[config.mk]
export PLATFORM = sky130hd
export DESIGN_NAME = alu_arbiter
export DESIGN_NICKNAME = d
export VERILOG_FILES = /design/src/rtl/alu_arbiter.sv
export SDC_FILE = /design/constraint.sdc
export NUM_CORES = 1
export LEC_CHECK = 0
export BUFFER_PORTS_ARGS = -buffer_cell sky130_fd_sc_hd__buf_2
export CELL_PAD_IN_SITES_DETAIL_PLACEMENT = 0
export CELL_PAD_IN_SITES_GLOBAL_PLACEMENT = 1
export CORE_ASPECT_RATIO = 0.75
export CORE_MARGIN = 2
export CORE_UTILIZATION = 40
export CTS_CLUSTER_DIAMETER = 30
export DETAILED_ROUTE_END_ITERATION = 7
export PLACE_DENSITY_LB_ADDON = 0.1
export SLEW_MARGIN = 20
export SYNTH_ARGS = -nofsm -noshare
export SYNTH_HDL_FRONTEND = slang
export SYNTH_SLANG_ARGS = --single-unit
[constraint.sdc]
create_clock -name clk -period 7.5 [get_ports clk]
set_input_delay 1.5 -clock clk [delete_from_list [all_inputs] [get_ports clk]]
set_output_delay 1.5 -clock clk [all_outputs]
set_load 0.02 [all_outputs]
[src/rtl/alu_arbiter.sv]
// Two-requester front end for a single shared 32-bit ALU.
// Each accepted operation takes one IDLE cycle plus one EXEC cycle.
module alu_arbiter (
  input  logic        clk,
  input  logic        reset,
  input  logic        req0,
  input  logic [31:0] a0,
  input  logic [31:0] b0,
  input  logic [2:0]  op0,
  input  logic        req1,
  input  logic [31:0] a1,
  input  logic [31:0] b1,
  input  logic [2:0]  op1,
  output logic        gnt0,
  output logic        gnt1,
  output logic [31:0] res,
  output logic        res_valid,
  output logic        res_id,
  output logic        busy
);

  typedef enum logic {IDLE, EXEC} state_t;

  state_t      state_reg, state_next;
  logic [31:0] a_reg, b_reg;
  logic [2:0]  op_reg;
  logic        id_reg;
  logic        last_id_reg;

  logic        accept;
  logic        winner;
  logic [31:0] alu_out;

  // On a tie the requester that was not granted last wins.
  always_comb begin
    state_next = state_reg;
    accept     = 1'b0;
    winner     = (req0 && req1) ? ~last_id_reg : req1;
    case (state_reg)
      IDLE: begin
        if (req0 || req1) begin
          accept     = 1'b1;
          state_next = EXEC;
        end
      end
      EXEC: state_next = IDLE;
      default: state_next = IDLE;
    endcase
  end

  // Shift amounts use the whole 32-bit B, so large counts saturate.
  always_comb begin
    alu_out = '0;
    case (op_reg)
      3'b000:  alu_out = a_reg + b_reg;
      3'b001:  alu_out = a_reg - b_reg;
      3'b010:  alu_out = a_reg & b_reg;
      3'b011:  alu_out = a_reg | b_reg;
      3'b100:  alu_out = (b_reg > 32'd31) ? 32'd0 : (a_reg >> b_reg[4:0]);
      default: alu_out = (b_reg > 32'd31) ? {32{a_reg[31]}}
                                          : $unsigned($signed(a_reg) >>> b_reg[4:0]);
    endcase
  end

  always_ff @(posedge clk) begin
    if (reset) begin
      state_reg   <= IDLE;
      gnt0        <= 1'b0;
      gnt1        <= 1'b0;
      res_valid   <= 1'b0;
      res         <= '0;
      res_id      <= 1'b0;
      last_id_reg <= 1'b1;
      a_reg       <= '0;
      b_reg       <= '0;
      op_reg      <= '0;
      id_reg      <= 1'b0;
    end else begin
      state_reg <= state_next;
      gnt0      <= accept && !winner;
      gnt1      <= accept && winner;
      res_valid <= (state_reg == EXEC);
      if (accept) begin
        a_reg       <= winner ? a1 : a0;
        b_reg       <= winner ? b1 : b0;
        op_reg      <= winner ? op1 : op0;
        id_reg      <= winner;
        last_id_reg <= winner;
      end
      if (state_reg == EXEC) begin
        res    <= alu_out;
        res_id <= id_reg;
      end
    end
  end

  assign busy = (state_reg != IDLE);

endmodule

=== Yosys cells after proc, flatten, opt, wreduce, memory -nomap -nowiden ===
Index checks and enable logic that the tools add are counted.

* Reduce and logical (&&, ||, !) cells: 6
* Bitwise logic cells: 4
* Eq/ne operators: 4
* Mux-type cells: 10
* $add $sub $neg: 2
* Magnitude comparators: 1
* Shift-type cells: 2

{| class="wikitable"
|+ Operators with widths
! cell !! count
|-
| $pmux W32 S5 || 1
|-
| $mux W32 || 4
|-
| $add A32 B32 Y32 || 1
|-
| $and A32 B32 Y32 || 1
|-
| $gt A32 B5 Y1 const B || 1
|-
| $or A32 B32 Y32 || 1
|-
| $shr A32 B5 Y32 || 1
|-
| $sshr A32 B5 Y32 || 1
|-
| $sub A32 B32 Y32 || 1
|-
| $eq A3 B2 Y1 const B || 2
|-
| $eq A3 B1 Y1 const B || 1
|-
| $eq A3 B3 Y1 const B || 1
|-
| $logic_and A1 B1 Y1 || 3
|-
| $logic_not A3 Y1 || 1
|-
| $mux W1 || 3
|-
| $mux W3 || 1
|-
| $not A1 Y1 || 2
|-
| $pmux W1 S2 || 1
|-
| $logic_not A1 Y1 || 1
|-
| $logic_or A1 B1 Y1 || 1
|}

* Input bits: 138
* Bits in registers: 106

=== Logic depth before layout (Yosys ltp) ===
Gate-level depths: netlist of run 1.

* Depth in word-level cells: 4
* Mapped depth: 19
* Depth with buffers taken out: 17

=== Least setup slack after synthesis of run 1 ===
No wires, ideal clock.

* Kind: flip-flop to flip-flop
* Start: register b_reg[0]
* End: register res[31]
* Cell stages (with the launch flop): 18
* Clock period less this slack: 4.434 ns
* Data arrival time: 4.308 ns
* Path slack: 3.066 ns
* Cell sequence: dfxtp_1 -> buf_2 -> buf_2 -> inv_2 -> ha_1 -> nand3_1 -> or3_1 -> or3_2 -> o31ai_1 -> xor2_1 -> ha_1 -> clkbuf_1 -> nand4_1 -> a2111oi_0 -> o31ai_1 -> a31oi_1 -> and4_4 -> o31ai_1

* Word-level cells in the longest chain between the ends: 3
* Elaborated cells between the ends (all ways): 8
* Classes of those cells: add/sub (2); order compare (1); shift (2); mux (3)

{| class="wikitable"
|+ RTL lines
! item !! RTL line !! text
|-
| from (decl) || 25 || <nowiki>logic [31:0] a_reg, b_reg;</nowiki>
|-
| from (signal assigned) || 85 || <nowiki>b_reg <= winner ? b1 : b0;</nowiki>
|-
| $gt A32 B5 Y1 (tied with other cells) || 59, 60 ||
|-
| $mux W32, on equally long branches || 60, 59 ||
|-
| $pmux W32 S5 (*) || 54 || <nowiki>case (op_reg)</nowiki>
|-
| to (signal assigned) || 91 || <nowiki>res <= alu_out;</nowiki>
|-
| to (decl) || 16 || <nowiki>output logic [31:0] res,</nowiki>
|}

Mark *: on every way between the ends. The rest lies on a longest branch, timed or not.
A chain may end at the register's enable or synchronous reset.

=== Worst setup path after layout of run 1 ===
* Start: register b_reg[3]
* End: register res[24]

The elaborated chain is that of the path after synthesis.

==> impl_results.md, run 1 <==
* Clock Pin Slew Worst Setup and Hold Paths at 0.08 ns
* Pwr/cell area at 219 nW/um2
* Share of flip-flops with an asynchronous set or reset at 0
* TNS Setup at 0 ns
* Critical Path AT at 5.33 ns
* CP Class: register to register
* Clk root buf: clkbuf_16
* Critical Path End Type: register
* Worst slew margin at 0.317
* Combinational Power Share at 0.476
* Synth Warn # at 0
* Fin. Hold Viols at 0
* Routed wl met3 at 4.76 mm
* Register area share after synthesis at 0.229
* VDD IR max at 111 uV
* Gr usage total at 0.310
* DP Wirelength at 29.5 mm
* GRT Residual Overflow at 0
* Top Ports at 175
* Placed cells at 1580
* Critical path's top delay family: simple AND/OR/NAND/NOR gates
* Slew @ Worst Pin at 1.01 ns
* Drt via density at 6.38
* Design area at 10500 um2
* Post-Layout Cell Count at 1596
* Primary FF master, synth: dfxtp_1
* Setup bufs post-CTS at 0
* CP max stage delay at 0.56 ns
* FF+latch count, synth at 106
* Sinks on the clock net at 106
* Critical-path maximum fanout at 9
* Number of flops mapped to enable cells by yosys at 0
* Sw frac at 0.451
* # hold bufs at CTS at 0
* CTS tree: yes
* Period utilization at 0.680
* Final setup fails at 0
* CP max-delay cell: nor2_1
* Post-synthesis cell area at 9250 um2
* Clock Latency Late Sink at 0.37 ns
* Post-DP Area at 10200 um2
* Core Region at 22900 um2
* Largest cells by area after synthesis: dfxtp_1 (23%), a222oi_1 (6.9%), a21oi_1 (6.1%)
* Share of cells above drive strength 1 at 0.198
* WP buf/inv at 0
* Largest net degree at the start of global routing at 67
* Hold Crit Class: register to register
* Max Freq at 0.196 GHz
* Slew Limit Fails at 0
* Total power at 2300 uW
* Share of the synthesized area in the top cell type at 0.229
* Wire per inst at 24.2 um
* Num CTS Buffers at 9
* Yosys top cell by area: dfxtp_1
* Met2 WL post-DR at 14.6 mm
* DRC at 0
* Required @ worst endpoint at 7.73 ns
* Fin crit period at 5.10 ns
* RD Place Congestion at 0.992
* Cell Chain, Critical Path: nor2_1, nand3_1, or3_1, o31ai_1, xor2_1, ha_1, and2_1, a221o_1, a31o_2, or4_1, o21ai_0, o21ai_0, xnor2_1, o31ai_1
* Clk buf depth at 2
* Die height at 136 um
* Vias in the first global route at 8994
* Max Clock Skew at 0.0107 ns
* Nets at 1464
* Switch Pwr at 1040 uW
* Area Growth Syn to Fin at 13.8%
* Pint at 1260 uW
* DR top layer: met4
* IO buf count at 174
* DRT Pass-1 Iters at 8
* Initial antenna violation count at 0
* Max_cap viols at 0
* Post-Synthesis Cells at 1188
* Resized cells post-CTS at 0
* Synth cell types at 76
* H-Tree Depth at 3
* Synthesized Nets at 1361
* Pleak at 0.00466 uW
* Chip Width at 180 um
* Most frequent cells in the layout: buf_2 (174), a21oi_1 (112), dfxtp_1 (104), nand2_1 (97), nor2_1 (86)
* Initial Util at 0.404
* Mean Syn Cell Area at 7.79 um2
* Leading cell type in the layout, fill and taps excluded: buf_2
* Ant diodes at 0
* Global-route wire length before repair at 57.7 mm
* Post-route ant nets at 0
* Element type at the critical path start: register
* Starting DRC count in detailed routing at 1602
* DRT Wirelength at 38.6 mm
* Power share of the clock group at 0.217
* Share of power burned in registers at 0.307
* DR vias at 10200
* Met1 WL at 18.5 mm
* Status: complete, no violations
* Num rows at 48
* RSZ-0062 raised after global routing: false
* DIE AREA at 24400 um2
## layer usage
| metal | vias up | GRT usage |
|---|---|---|
| li1 | 4725 | - |
| met3 | 43 | 0.0952 |
| met5 | - | 0 |
| met1 | 4765 | 0.473 |
| met2 | 646 | 0.412 |
| met4 | 0 | 0.0813 |
## power by group through the flow
stage / logic, uW / clock network, uW / registers (uW)
3_5_place_dp: 1060 / 0 / 718
3_3_place_gp: 1070 / 0 / 717
2_1_floorplan: 700 / 0 / 702
4_1_cts: 1060 / 509 / 704
5_1_grt: 1170 / 528 / 715
6_report: 1100 / 499 / 707
## area by class of cell
cell class,instances,area [um2]
Clock buffer,11,253
Clock inverter,5,46.3
Fill cell,2316,12400
Inverter,87,327
Multi-Input combinational cell,896,6410
Sequential cell,106,2120
Tap cell,300,375
Timing Repair Buffer,191,998
## worst paths after layout
| check | end | startpoint | cells past startpoint | slack [ns] |
|---|---|---|---|---|
| worst max-delay path | res[24] | b_reg[3] | 14 | 2.40 |
| worst min-delay path | id_reg | id_reg | 1 | 0.47 |
| worst max register to register | res[24] | b_reg[3] | 14 | 2.40 |
| worst min register to register | id_reg | id_reg | 1 | 0.47 |
## through the flow
stage          worst slack, ns  utilization  hold WS, ns
2_1_floorplan             3.07            -        0.426
3_3_place_gp              2.58        0.447        0.434
3_5_place_dp              2.46        0.447        0.447
4_1_cts                   2.45        0.460        0.465
5_1_grt                   2.08        0.460        0.484
6_report                  2.40        0.460        0.467
## cell families (layout without fill, tap and decap cells)
family / Yosys count / after routing / synth area share
muxes: 58 / 58 / 0.0906
DFF: 106 / 106 / 0.229
buffers and inverters: 186 / 294 / 0.0795
adders and majority gates: 62 / 62 / 0.0773
xor gates and xnor gates: 48 / 48 / 0.0454
and+or+nand+nor: 300 / 300 / 0.155
AOI/OAI and AO/OA: 428 / 428 / 0.323
## cells in the mapped netlist, types with 5 or more instances
cell,count
mux2i_1,32
a31oi_1,13
nand3_1,17
a22oi_1,9
nor2_1,87
a21oi_1,112
a221oi_1,6
o211ai_1,12
xor2_1,22
inv_1,82
o21ai_0,75
a32o_1,9
o31ai_1,14
mux4_2,20
maj3_1,27
buf_2,8
o21a_1,14
dfxtp_1,106
or2_2,7
xnor2_1,26
buf_1,13
nor4_1,8
or3_1,5
o221ai_1,8
a211oi_1,9
o21bai_1,6
nor2b_1,7
nand2b_1,7
clkbuf_1,74
nand2_1,97
a222oi_1,64
ha_1,34
o22ai_1,17
and2_1,10
nand4_1,11
mux2_2,6
a22o_1,6
nor3_1,21
or4_1,7
a21o_1,13
Note: power is estimated with default switching activity, not from simulation.
==> run 2, diff against run 1 <==
--- a/config.mk
+++ b/config.mk
@@ -5,12 +5,13 @@
 export SDC_FILE = /design/constraint.sdc
 export NUM_CORES = 1
 export LEC_CHECK = 0
+export ABC_AREA = 1
 export BUFFER_PORTS_ARGS = -buffer_cell sky130_fd_sc_hd__buf_2
 export CELL_PAD_IN_SITES_DETAIL_PLACEMENT = 0
 export CELL_PAD_IN_SITES_GLOBAL_PLACEMENT = 1
 export CORE_ASPECT_RATIO = 0.75
 export CORE_MARGIN = 2
-export CORE_UTILIZATION = 40
+export CORE_UTILIZATION = 39
 export CTS_CLUSTER_DIAMETER = 30
 export DETAILED_ROUTE_END_ITERATION = 7
 export PLACE_DENSITY_LB_ADDON = 0.1
==> constraint.sdc (replaced) <==
create_clock -name clk -period 5.3 [get_ports clk]
set_input_delay 1.06 -clock clk [delete_from_list [all_inputs] [get_ports clk]]
set_output_delay 1.06 -clock clk [all_outputs]
set_load 0.02 [all_outputs]
==> run 2 against run 1 <==
Effect of this change: cell area up 15%; sequential cell count unchanged; critical path depth rose by 9; count of clock-buffer cells in the layout fell by 2; sequential power is 41% higher; clock power up 57%; non-clock buffer count rose by 8; critical path type unchanged.
==> impl_results.md, run 2 <==
* Reg area at 2120 um2 (-0.12%)
* Hold Crit Class: register to register
* Clk buf depth at 2 (unchanged)
* Max Freq at 0.256 GHz (+30%)
* DRT Pass-1 Iters at 6 (-2)
* # hold bufs at CTS at 0 (unchanged)
* Wire per inst at 22.0 um (-8.9%)
* H-Tree Depth at 3 (unchanged)
* Drt via density at 5.67 (-11%)
* VDD IR max at 197 uV (+78%)
* Worst slew margin at 0.269 (-0.0471)
* FF-to-FF setup slack at 1.39 ns (-1.01 ns)
* Critical-path maximum fanout at 12 (+3)
* DRC at 0 (unchanged)
* Yosys top cell by area: nand2_1
* Area Growth Syn to Fin at 13.2%
* GRT Residual Overflow at 0 (unchanged)
* Resized cells post-CTS at 0 (unchanged)
* Element type at the critical path start: register
* Post-synthesis cell area at 10700 um2 (+15%)
* Slew @ Worst Pin at 1.09 ns (+0.0773 ns)
* Critical Path End Type: register
* Initial antenna violation count at 0 (unchanged)
* Number of flops mapped to enable cells by yosys at 0 (unchanged)
* Top Ports at 175 (unchanged)
* Max_cap viols at 0 (unchanged)
* DP Wirelength at 42.3 mm (+43%)
* Register area share after synthesis at 0.199 (-0.0307)
* CP Class: register to register
* Num rows at 52 (+8.3%)
* Reg2Reg Depth at 23 (+9)
* Num CTS Buffers at 9 (unchanged)
* RD Place Congestion at 1.01 (+1.7%)
* Synth cell types at 47 (-38%)
* TNS Setup at 0 ns (unchanged)
* Setup bufs post-CTS at 0 (unchanged)
* Pleak at 0.00611 uW (+31%)
* Sinks on the clock net at 106 (unchanged)
* Global-route wire length before repair at 78.6 mm (+36%)
* Worst hold path startpoint: res[8]
* Slew Limit Fails at 0 (unchanged)
* Share of cells above drive strength 1 at 0.128 (-0.0701)
* Fin. Hold Viols at 0 (unchanged)
* Mean Syn Cell Area at 5.56 um2 (-29%)
* Synthesized Nets at 2095 (+54%)
* FF-to-FF End: res[29]
* Final setup fails at 0 (unchanged)
* Chip Width at 195 um (+8.6%)
* Core Region at 26900 um2 (+18%)
* Clk root buf: clkbuf_16
* FILL cells at 3045 (+31%)
* Max Clock Skew at 0.0226 ns (+0.0120 ns)
* Ant diodes at 0 (unchanged)
* Largest cells by area after synthesis: nand2_1 (26%), dfxtp_1 (20%), nand3_1 (10%)
* Hold Crit Depth at 2 (+1)
* FF+latch count, synth at 106 (unchanged)
* Pwr/cell area at 298 nW/um2 (+36%)
* Clock Latency Late Sink at 0.39 ns (+0.02 ns)
* Required @ worst endpoint at 5.60 ns (-2.13 ns)
* Share of flip-flops with an asynchronous set or reset at 0 (unchanged)
* Hold endpoint: res[8]
* Primary FF master, synth: dfxtp_1
* Share of the synthesized area in the top cell type at 0.255 (+0.0257)
* Vias in the first global route at 12600 (+40%)
* Initial Util at 0.397 (-0.00772)
* Synth Warn # at 0 (unchanged)
* Nets at 2211 (+51%)
* RSZ-0062 raised after global routing: false
* Count leader, synth: nand2_1
* Post-route ant nets at 0 (unchanged)
* Most frequent cells in the layout: nand2_1 (726), nand3_1 (213), inv_1 (208), buf_2 (173), nor2_1 (154)
* Clock Pin Slew Worst Setup and Hold Paths at 0.10 ns (+0.02 ns)
* Fin crit period at 3.91 ns (-1.19 ns)
* Gr usage total at 0.366 (+0.0554)
* Largest net degree at the start of global routing at 62 (-7.5%)
* Status: complete, no violations
* Reg-to-reg startpoint: b_reg[1]
* Leading cell type in the layout, fill and taps excluded: nand2_1
* Multi-input gate area at 7310 um2 (+14%)
* DR vias at 13600 (+33%)
* Critical Path AT at 4.21 ns (-1.12 ns)
* Most frequent cells after synthesis: nand2_1 (726), nand3_1 (213), inv_1 (208)
* IO buf count at 174 (unchanged)
* Starting DRC count in detailed routing at 1554 (-3.0%)
* CTS tree: yes
* DRT Wirelength at 52.7 mm (+37%)
* Period utilization at 0.737 (+0.0577)
* Die height at 147 um (+8.6%)
* Post-Synthesis Cells at 1922 (+62%)
* DIE AREA at 28700 um2 (+18%)
* WHS at 0.464 ns (-0.00301 ns)
run 2: power by group:
part	total, uW	switching, uW	internal (uW)
Sequential	1000	127	874
Clock	783	396	386
Combinational	1820	1270	543
Total	3600	1800	1800
run 2: final cells by class:
| cell class | count | area share |
|---|---|---|
| inverter | 220 | 0.0683 |
| timing repair buffer | 199 | 0.0877 |
| sequential | 106 | 0.175 |
| clock buffer | 9 | 0.0186 |
| multi-input combinational | 1502 | 0.605 |
| tap | 351 | 0.0363 |
| clock inverter | 7 | 0.00890 |
run 2: worst max path at each step:
stage	start	endpoint	slack, ns	cells after the start
CTS	b_reg[1]	res[29]	1.49	23
global route	b_reg[1]	res[29]	1.12	23
global placement	op_reg[2]	res[26]	1.54	20
detailed placement	b_reg[1]	res[29]	1.55	22
finish	b_reg[1]	res[29]	1.39	23
floorplan	b_reg[1]	res[31]	2.08	29
run 2: logic make-up after synthesis:
family / after synthesis / synth area share
adders and majority gates: 35 / 0.0417
DFF: 106 / 0.199
and+or+nand+nor: 1155 / 0.455
AOI/OAI and AO/OA: 281 / 0.159
xor gates and xnor gates: 31 / 0.0254
buffers and inverters: 314 / 0.120
run 2: layer usage:
metal  track usage  share of wire  vias to the layer above
li1              -              -                     6463
met1         0.530           0.45                     6149
met3         0.113           0.13                      102
met2         0.507           0.39                      862
met4         0.120          0.032                        0
met5             0              0                        -
run 2: critical path, cell delays in order, from the launching register on:
cell,delay (ns)
dfxtp_1,0.46
inv_2,0.11
ha_1,0.14
inv_1,0.06
nor3_2,0.12
nand2_1,0.14
nor2_2,0.14
nand2_1,0.14
nor3_2,0.21
o21ai_1,0.13
a21oi_1,0.16
xor2_1,0.32
ha_1,0.37
a21oi_1,0.23
nor2_1,0.06
nor2_1,0.15
nand2_1,0.08
a21oi_1,0.31
nand2_1,0.10
nand2_1,0.08
nand3_1,0.07
nand2_1,0.08
nand2_1,0.06
a21oi_2,0.11
run 2: stage by stage:
stage	area, um2	power (uW)	cells	setup slack (ns)	util
after floorplan	10700	2120	1922	2.08	-
after global placement	11800	2780	2378	1.54	0.436
after detailed placement	11800	2770	2378	1.55	0.437
after CTS	12100	3550	2394	1.49	0.449
after global routing	12100	3800	2394	1.12	0.449
final	12100	3600	2394	1.39	0.449
